File: src/rtl/servo_pwm_frame_gen_pkg.sv
// Shared constants for the servo PWM chain: frame period, pulse limits, frame-index modulus
// and failsafe threshold. The modulator imports the same pulse constants.
package servo_pwm_frame_gen_pkg;

    localparam int unsigned CLK_RATE_DEF      = 100_000_000;
    localparam int unsigned FRAME_HZ_DEF      = 50;
    localparam int unsigned MIN_PULSE_DEF     = 100_000;
    localparam int unsigned MAX_PULSE_DEF     = 200_000;
    localparam int unsigned NEUTRAL_PULSE_DEF = 150_000;

    localparam int unsigned NUM_STATES      = 24;
    localparam int unsigned FAILSAFE_FRAMES = 10;

    localparam int unsigned CNT_W   = 21;
    localparam int unsigned PULSE_W = 21;
    localparam int unsigned STATE_W = 5;
    localparam int unsigned WD_W    = 4;

    // Width and run flag applied for one whole frame
    typedef struct packed {
        logic               run;
        logic [PULSE_W-1:0] width;
    } frame_cfg_t;

    function automatic int unsigned frame_period(input int unsigned clk_rate,
                                                 input int unsigned frame_hz);
        return clk_rate / frame_hz;
    endfunction

    function automatic logic [PULSE_W-1:0] clamp_pulse(input logic [PULSE_W-1:0] p,
                                                       input logic [PULSE_W-1:0] lo,
                                                       input logic [PULSE_W-1:0] hi);
        if (p < lo) return lo;
        if (p > hi) return hi;
        return p;
    endfunction

endpackage

File: src/rtl/servo_frame_timer.sv
// Free-running frame counter 0..PERIOD-1 with frame-start strobe, mid-frame and latch ticks.
module servo_frame_timer
    import servo_pwm_frame_gen_pkg::*;
#(
    parameter int unsigned PERIOD = 2_000_000
) (
    input  logic             clk_i,
    input  logic             rst_n_i,
    output logic [CNT_W-1:0] count_nxt_c_o,
    output logic             mid_tick_c_o,
    output logic             latch_tick_c_o,
    output logic             frame_start_o
);

    logic [CNT_W-1:0] count_q, count_d;
    logic             frame_start_q, frame_start_d;

    always_comb begin
        latch_tick_c_o = (count_q == CNT_W'(PERIOD - 1));
        mid_tick_c_o   = (count_q == CNT_W'(PERIOD / 2));
        count_d        = latch_tick_c_o ? '0 : count_q + CNT_W'(1);
        frame_start_d  = (count_d == '0);
    end

    always_ff @(posedge clk_i or negedge rst_n_i) begin
        if (!rst_n_i) begin
            count_q       <= '0;
            frame_start_q <= 1'b0;
        end else begin
            count_q       <= count_d;
            frame_start_q <= frame_start_d;
        end
    end

    assign count_nxt_c_o = count_d;
    assign frame_start_o = frame_start_q;

endmodule

File: src/rtl/servo_pwm_frame_gen.sv
// Servo frame generator: frame index to the modulator, per-frame width latch with clamp, PWM line.
// Optional frame watchdog forcing neutral output is built when PWM_FAILSAFE_EN is defined.
module servo_pwm_frame_gen
    import servo_pwm_frame_gen_pkg::*;
#(
    parameter int unsigned CLK_RATE      = CLK_RATE_DEF,
    parameter int unsigned FRAME_HZ      = FRAME_HZ_DEF,
    parameter int unsigned MIN_PULSE     = MIN_PULSE_DEF,
    parameter int unsigned MAX_PULSE     = MAX_PULSE_DEF,
    parameter int unsigned NEUTRAL_PULSE = NEUTRAL_PULSE_DEF
) (
    input  logic               CLK,
    input  logic               RST_N,
    input  logic               Enable,
    input  logic [PULSE_W-1:0] Pulse,
    output logic [STATE_W-1:0] State,
    output logic               PwmOut,
    output logic               FrameStart
`ifdef PWM_FAILSAFE_EN
    ,
    input  logic               Kick
`endif
);

    localparam int unsigned PERIOD = frame_period(CLK_RATE, FRAME_HZ);

    logic [CNT_W-1:0]   count_nxt;
    logic               mid_tick;
    logic               latch_tick;

    frame_cfg_t         cfg_q, cfg_d, cfg_req;
    logic [STATE_W-1:0] state_q, state_d;
    logic               pwm_q, pwm_d;

    servo_frame_timer #(
        .PERIOD (PERIOD)
    ) u_timer (
        .clk_i          (CLK),
        .rst_n_i        (RST_N),
        .count_nxt_c_o  (count_nxt),
        .mid_tick_c_o   (mid_tick),
        .latch_tick_c_o (latch_tick),
        .frame_start_o  (FrameStart)
    );

`ifdef PWM_FAILSAFE_EN
    logic [WD_W-1:0] wd_q, wd_d, wd_inc;
    logic            kick_seen_q, kick_seen_d;
`endif

    always_comb begin
        cfg_d       = cfg_q;
        state_d     = state_q;
        cfg_req.run   = Enable;
        cfg_req.width = clamp_pulse(Pulse, PULSE_W'(MIN_PULSE), PULSE_W'(MAX_PULSE));

        // Mid-frame index advance gives the modulator half a frame to settle
        if (mid_tick) begin
            state_d = (state_q == STATE_W'(NUM_STATES - 1)) ? '0 : state_q + STATE_W'(1);
        end

`ifdef PWM_FAILSAFE_EN
        wd_d        = wd_q;
        kick_seen_d = kick_seen_q | Kick;
        wd_inc      = (wd_q == '1) ? wd_q : wd_q + WD_W'(1);
        if (Kick) begin
            wd_d = '0;
        end
        if (latch_tick) begin
            kick_seen_d = 1'b0;
            if (kick_seen_q || Kick) begin
                wd_d  = '0;
                cfg_d = cfg_req;
            end else begin
                wd_d = wd_inc;
                // Lost heartbeat: hold motors at neutral until navigation kicks again
                if (wd_inc >= WD_W'(FAILSAFE_FRAMES)) begin
                    cfg_d.run   = 1'b1;
                    cfg_d.width = PULSE_W'(NEUTRAL_PULSE);
                end else begin
                    cfg_d = cfg_req;
                end
            end
        end
`else
        if (latch_tick) begin
            cfg_d = cfg_req;
        end
`endif

        // Evaluated against next-cycle counter/config so the high time starts on counter 0
        pwm_d = cfg_d.run && (count_nxt < cfg_d.width);
    end

    always_ff @(posedge CLK or negedge RST_N) begin
        if (!RST_N) begin
            cfg_q.run   <= 1'b0;
            cfg_q.width <= PULSE_W'(NEUTRAL_PULSE);
            state_q     <= '0;
            pwm_q       <= 1'b0;
        end else begin
            cfg_q       <= cfg_d;
            state_q     <= state_d;
            pwm_q       <= pwm_d;
        end
    end

`ifdef PWM_FAILSAFE_EN
    always_ff @(posedge CLK or negedge RST_N) begin
        if (!RST_N) begin
            wd_q        <= '0;
            kick_seen_q <= 1'b0;
        end else begin
            wd_q        <= wd_d;
            kick_seen_q <= kick_seen_d;
        end
    end
`endif

    assign State  = state_q;
    assign PwmOut = pwm_q;

endmodule

File: config.mk
export PLATFORM = sky130hd
export DESIGN_NAME = servo_pwm_frame_gen
export DESIGN_NICKNAME = d
export VERILOG_FILES = /design/src/rtl/servo_pwm_frame_gen_pkg.sv /design/src/rtl/servo_frame_timer.sv /design/src/rtl/servo_pwm_frame_gen.sv
export SDC_FILE = /design/constraint.sdc
export NUM_CORES = 1
export LEC_CHECK = 0
export CAP_MARGIN = 20
export CORE_MARGIN = 3
export CORE_UTILIZATION = 60
export CTS_BUF_LIST = sky130_fd_sc_hd__clkbuf_8 sky130_fd_sc_hd__clkbuf_16
export CTS_CLUSTER_DIAMETER = 150
export DETAILED_ROUTE_END_ITERATION = 7
export MAX_ROUTING_LAYER = met4
export PLACE_DENSITY = 0.82
export SLEW_MARGIN = 20
export SYNTH_ARGS = -nofsm -noshare
export SYNTH_HDL_FRONTEND = slang
export SYNTH_SLANG_ARGS = --single-unit
File: constraint.sdc
create_clock -name CLK -period 5 [get_ports CLK]
set_input_delay 1 -clock CLK [delete_from_list [all_inputs] [get_ports CLK]]
set_output_delay 1 -clock CLK [all_outputs]
set_load 0.02 [all_outputs]
* Yosys cells after proc, flatten, opt, wreduce, memory -nomap -nowiden
Index checks and enable logic that the tools add are counted.
Widths: inputs -> output; s select.
** Storage, ports and cells
- Register bits :: 50
- Input port bits :: 24
- Output and inout bits :: 7
- Word-level logic and storage cells :: 26
** Operators by class
- Add/subtract/negate cells :: 2
- Order comparisons :: 3
- Equal/unequal tests :: 3
- Multiplexer cells :: 10
- Reductions and logical operators :: 2
** Operators by type and width (count)
- $mux 21 :: 5
- $mux 22 :: 1
- $add 21x1->21 const B :: 1
- $eq 21x20->1 const B :: 1
- $eq 21x21->1 const B :: 1
- $gt 21x18->1 const B :: 1
- $logic_not 21->1 :: 1
- $lt 21x17->1 const B :: 1
- $lt 21x21->1 :: 1
- $add 5x1->5 const B :: 1
- $eq 5x5->1 const B :: 1
- $mux 5 :: 1
- $mux 1 :: 3
- $logic_and 1x1->1 :: 1

* Logic depth before layout (Yosys ltp)
- Depth in word-level cells :: 8
- Mapped depth :: 16
- Mapped depth without buffers :: 13

* Hierarchy
From an unflattened synthesis, not the netlist that was laid out.
** Unflattened totals
- Cell total of the unflattened synthesis :: 332
- Area, all modules :: 3220.6 µm²
** Modules (own cells, without submodules)
- servo_pwm_frame_gen :: instances 1, cells each 188, area each 1840.5 µm², seq. area each 710.7 µm²
- servo_frame_timer :: instances 1, cells each 144, area each 1380.1 µm², seq. area each 550.5 µm²

* Worst setup path after synthesis
No wires, ideal clock.
- Kind :: in2reg
- From :: input port Pulse[20]
- To :: register pwm_q (netlist: PwmOut)
- Library setup time :: 86 ps
- Arrival :: 3686 ps
- Required time :: 4914 ps
- Slack :: 1228 ps
- Stages on the path :: 14
- Buffers on the path :: 1
- Cells stage by stage :: or3_1 -> nor4_1 -> o2111ai_1 -> nand2_1 -> nand3_1 -> clkbuf_1 -> o22ai_1 -> ha_1 -> a21oi_1 -> nor2_1 -> o21a_1 -> o31ai_1 -> o2111ai_1 -> nor3_1
** Between the ends
- Cells in the longest elaborated chain, start to end :: 8
- Elaborated cells on any way between the ends :: 11
- Classes of those cells :: 3 x order compare; 7 x mux; 1 x reduce/logical
** RTL lines
- from (decl) :: line servo_pwm_frame_gen.sv:15 : input logic [PULSE_W-1:0] Pulse,
- $gt 21x18->1 :: line servo_pwm_frame_gen_pkg.sv:34 : if (p > hi) return hi;
- $mux 1 (2 in a row) :: line servo_pwm_frame_gen_pkg.sv:34
- $mux 21 :: line servo_pwm_frame_gen_pkg.sv:35 : return p;
- $mux 21 * :: line servo_pwm_frame_gen_pkg.sv:34
- $mux 22 * :: line servo_pwm_frame_gen.sv:86 : if (latch_tick) begin
- $lt 21x21->1 * :: line servo_pwm_frame_gen.sv:92 : pwm_d = cfg_d.run && (count_nxt < cfg_d.width);
- $logic_and 1x1->1 * :: line servo_pwm_frame_gen.sv:92
- named net pwm_d :: line servo_pwm_frame_gen.sv:33 : logic pwm_q, pwm_d;
- to (signal assigned) :: line servo_pwm_frame_gen.sv:104 : pwm_q <= pwm_d;
- to (decl) :: line servo_pwm_frame_gen.sv:33
Mark *: on every way through the listed nets, which the timed path passes. The rest lies on a longest branch. The select of a mux whose other input is x is not followed.
A chain may end at the register's enable or synchronous reset.

* Worst setup path after layout
Ends and elaborated chain as after synthesis.

==> flow_summary_export.csv <==
group,metric,value,unit
logic_synthesis,syn_area_per_cell,9.45,µm²
power_and_ir_drop,switchingPower,0.160,mW
setup_path,reg2regPathDepth,13,
floorplanning,start_util,63.2,%
detailed_routing,drtPass1Iterations,5,
power_and_ir_drop,intPower,0.573,mW
place,gp_congestion,0.887,
sta,post-route-period-util,82.5,%
sta,maxSlewViolCount,0,
logic_synthesis,synth_edf_count,0,
place,pre_cts_slack,0.632,ns
outcome,status,"finished, final reports clean",
logic_synthesis,yosysWarnings,0,
setup_path,critPathTopFamily,"simple AND/OR/NAND/NOR gates",
place,placed_cells_incl_taps,432,
setup_path,crit_path_cell_trace,"clkdlybuf4s50_1 > or3_1 > nor4_1 > o2111ai_1 > nand2_1 > nand3_1 > buf_4 > o22ai_1 > ha_1 > nand3_1 > nor3_1 > nand2_1 > a311o_1 > a41oi_1 > nor3_1",
detailed_routing,routed_wl,7840,µm
cts,cts_resized,0,
power_and_ir_drop,p_comb_share,5.8,%
worst_hold_path,hold_path.class,"flip-flop to flip-flop",
cts,postCtsSetupBuffers,0,
logic_synthesis,synthArstFlopShare,100,%
global_routing,grt_max_degree,51,
sta,finalHoldViolations,0,
layout,area_growth,11.3,%
floorplanning,core,5200,µm²
setup_path,start_kind,"primary input",
place,portBuffers,30,
cts,cts_tree,"done",
sta,max_freq,0.242,GHz
global_routing,grt_pass1_vias,2823,
logic_synthesis,ys_seq_elements,50,
setup_path,crit_cells,15,
global_routing,grt_pass1_wl,13400,µm
global_routing,track_usage,27.8,%
layout,drive_gt1_share,9.73,%
sta,finalSetupViolations,0,
cts,cts_hold_buffers,0,
power_and_ir_drop,seqPwrFrac,55.3,%
sta,clock_skew,0.00491,ns
power_and_ir_drop,p_leak,1.70,nW
logic_synthesis,yosys.cell_types.count,63,
power_and_ir_drop,sw_frac_of_total,21.8,%
logic_synthesis,synth_cells,348,
cts,clk-insertion-delay-late,0.30,ns
setup_path,cp.required,5.20,ns
detailed_routing,route.vias.total,2831,
job,drv_cap,0,
sta,period_needed,4.13,ns
sta,worst_slew_pin_slew,0.668,ns
global_routing,grt_antenna_before_repair,0,
global_routing,gr-total-overflow,0,
setup_path,critPathCaptureType,"flip-flop",
power_and_ir_drop,clock_power_share,38.8,%
sta,rsz0062_at_grt,"false",
logic_synthesis,syn_area,3290,µm²
setup_path,critPathMaxFanout,16,
detailed_routing,drc_errors,0,
logic_synthesis,ys_seq_area_share,38.3,%
sta,relSlewSlack,55.1,%
cts,clkTransAtPathRegs,0.09,ns
detailed_routing,drtIter0Drc,211,
detailed_routing,ant_nets,0,
cts,cts.sinks,50,
detailed_routing,routed_via_density,6.43,
setup_path,cp_slowest_cell,"or3_1",
setup_path,worstPathArrival,4.33,ns
place,place_hpwl,5940,µm
power_and_ir_drop,max-vdd-ir-drop,0.223,mV
detailed_routing,wl_per_cell,17.8,µm
setup_path,path_class,"primary input to flip-flop",
layout,nets,416,
floorplanning,die-area,6410,µm²
layout,final_common_cell,"dfrtp_1",
worst_hold_path,min_path_cells,2,
cts,cts_buffers,5,
sta,fin_tns_setup,0,ns
cts,cts-root-buf,"clkbuf_8",
layout,final_cells,440,
logic_synthesis,synth_area_leaders,"dfrtp_1 (32%), ha_1 (8.7%), dfstp_2 (6.4%)",
setup_path,cpPeakStageDelay,0.40,ns
logic_synthesis,synth_nets,395,
floorplanning,io_pins,31,
setup_path,critPathBufInv,2,
power_and_ir_drop,power_density,200,nW/µm²
floorplanning,rows,26,
logic_synthesis,yosys.area.top_type,"dfrtp_1",
layout,layout_common_cells,"dfrtp_1 (42), nand2_1 (31), clkdlybuf4s50_1 (29)",
power_and_ir_drop,finalPower,0.733,mW
logic_synthesis,synth_top_area_share,32.0,%
cts,htree_levels,2,
sta,fin_ws,0.873,ns
floorplanning,die_h,80.0,µm
logic_synthesis,synth-main-ff-cell,"dfrtp_1",
cts,cts_buffer_depth,2,
layout,antenna_cells,0,
floorplanning,die_w,80.0,µm
worst paths after layout:
kind	startpoint	end	slack (ns)
min reg2reg	cfg_q[20]	cfg_q[20]	0.47
max in group asynchronous	RST_N	cfg_q[3]	3.79
min in group asynchronous	RST_N	u_timer.frame_start_o	0.79
max reg2reg	u_timer.count_q[0]	PwmOut	1.06
max	Pulse[20]	PwmOut	0.87
min	cfg_q[20]	cfg_q[20]	0.47
synthesized netlist by cell type (2+ instances only):
library cell and number:
ha_1 23, o21a_1 14, nand2_1 31, clkbuf_1 6, a41oi_1 2, o31a_1 3, buf_4 3, mux2_2 4
nor3b_1 2, o41ai_1 2, dfrtp_1 42, nor3_1 8, nor4b_1 3, nand4_1 12, clkbuf_8 3, nand3_1 18
inv_1 16, o2111ai_1 2, xor2_1 7, nor2_1 24, buf_6 4, nor4_1 2, a211oi_1 2, nand4_2 2
xnor2_1 16, o31ai_1 6, or3_1 2, o21ai_0 17, dfstp_2 8, and2_1 3, a21o_1 4, o22a_1 2
a21oi_1 16, and4_1 2, and3_1 3, buf_2 3, a31oi_1 4, o22ai_1 2
worst register-to-register path: cells and delay by family (launching register included):
family / cells / cell delay (ns)
AND/OR/NAND/NOR: 7 / 1.56
adder cells (fa/ha/maj): 2 / 0.62
buffers and inverters: 1 / 0.31
flip-flops: 1 / 0.47
AO/OA/AOI/OAI: 3 / 0.87
layout make-up:
cell class	count	area, µm²
Clock buffer	5	68.8
Clock inverter	3	41.3
Fill cell	407	1540
Inverter	17	71.3
Multi-Input combinational cell	261	1810
Sequential cell	50	1260
Tap cell	70	87.6
Timing Repair Buffer	34	325
power groups by stage:
stage | registers (mW) | clock network (mW) | logic (mW)
after floorplan | 0.414 | 0 | 0.00838
after global placement | 0.413 | 0 | 0.0420
after detailed placement | 0.413 | 0 | 0.0426
after CTS | 0.406 | 0.288 | 0.0427
after global routing | 0.406 | 0.308 | 0.0469
final | 0.406 | 0.285 | 0.0427
registers in the layout, summed over array words and instances, names as in the netlist:
| signal | count |
|---|---|
| PwmOut | 1 |
| State | 5 |
| cfg_q | 22 |
| u_timer.count_q | 21 |
| u_timer.frame_start_o | 1 |
metal layers:
metal  vias up  wire length, µm  GRT usage [%]  part of all wire [%]
li1       1317                -              -                     -
met2       109             3760           44.0                    48
met3        25              394           4.29                   5.0
met5         -                0              -                     0
met1      1380             3400           35.3                    43
met4         0              276           12.5                   3.5
cell families (layout without fill, tap and decap cells):
| family | after synthesis | in the layout | synth area share [%] |
|---|---|---|---|
| simple gates | 125 | 125 | 20.6 |
| compound gates | 85 | 85 | 17.8 |
| flops | 50 | 50 | 38.3 |
| buf+inv | 37 | 59 | 6.73 |
| fa+ha+maj | 23 | 23 | 8.75 |
| xor+xnor | 23 | 23 | 6.12 |
| mux | 5 | 5 | 1.67 |
metrics by stage:
step | utilization, % | hold WS, ns | instance area, µm²
floorplan | - | 0.432 | 3290
global placement | 68.2 | 0.451 | 3550
detailed placement | 68.2 | 0.458 | 3550
CTS | 70.4 | 0.479 | 3660
global route | 70.4 | 0.507 | 3660
finish | 70.4 | 0.473 | 3660
Power figures use the tool's default switching activity.
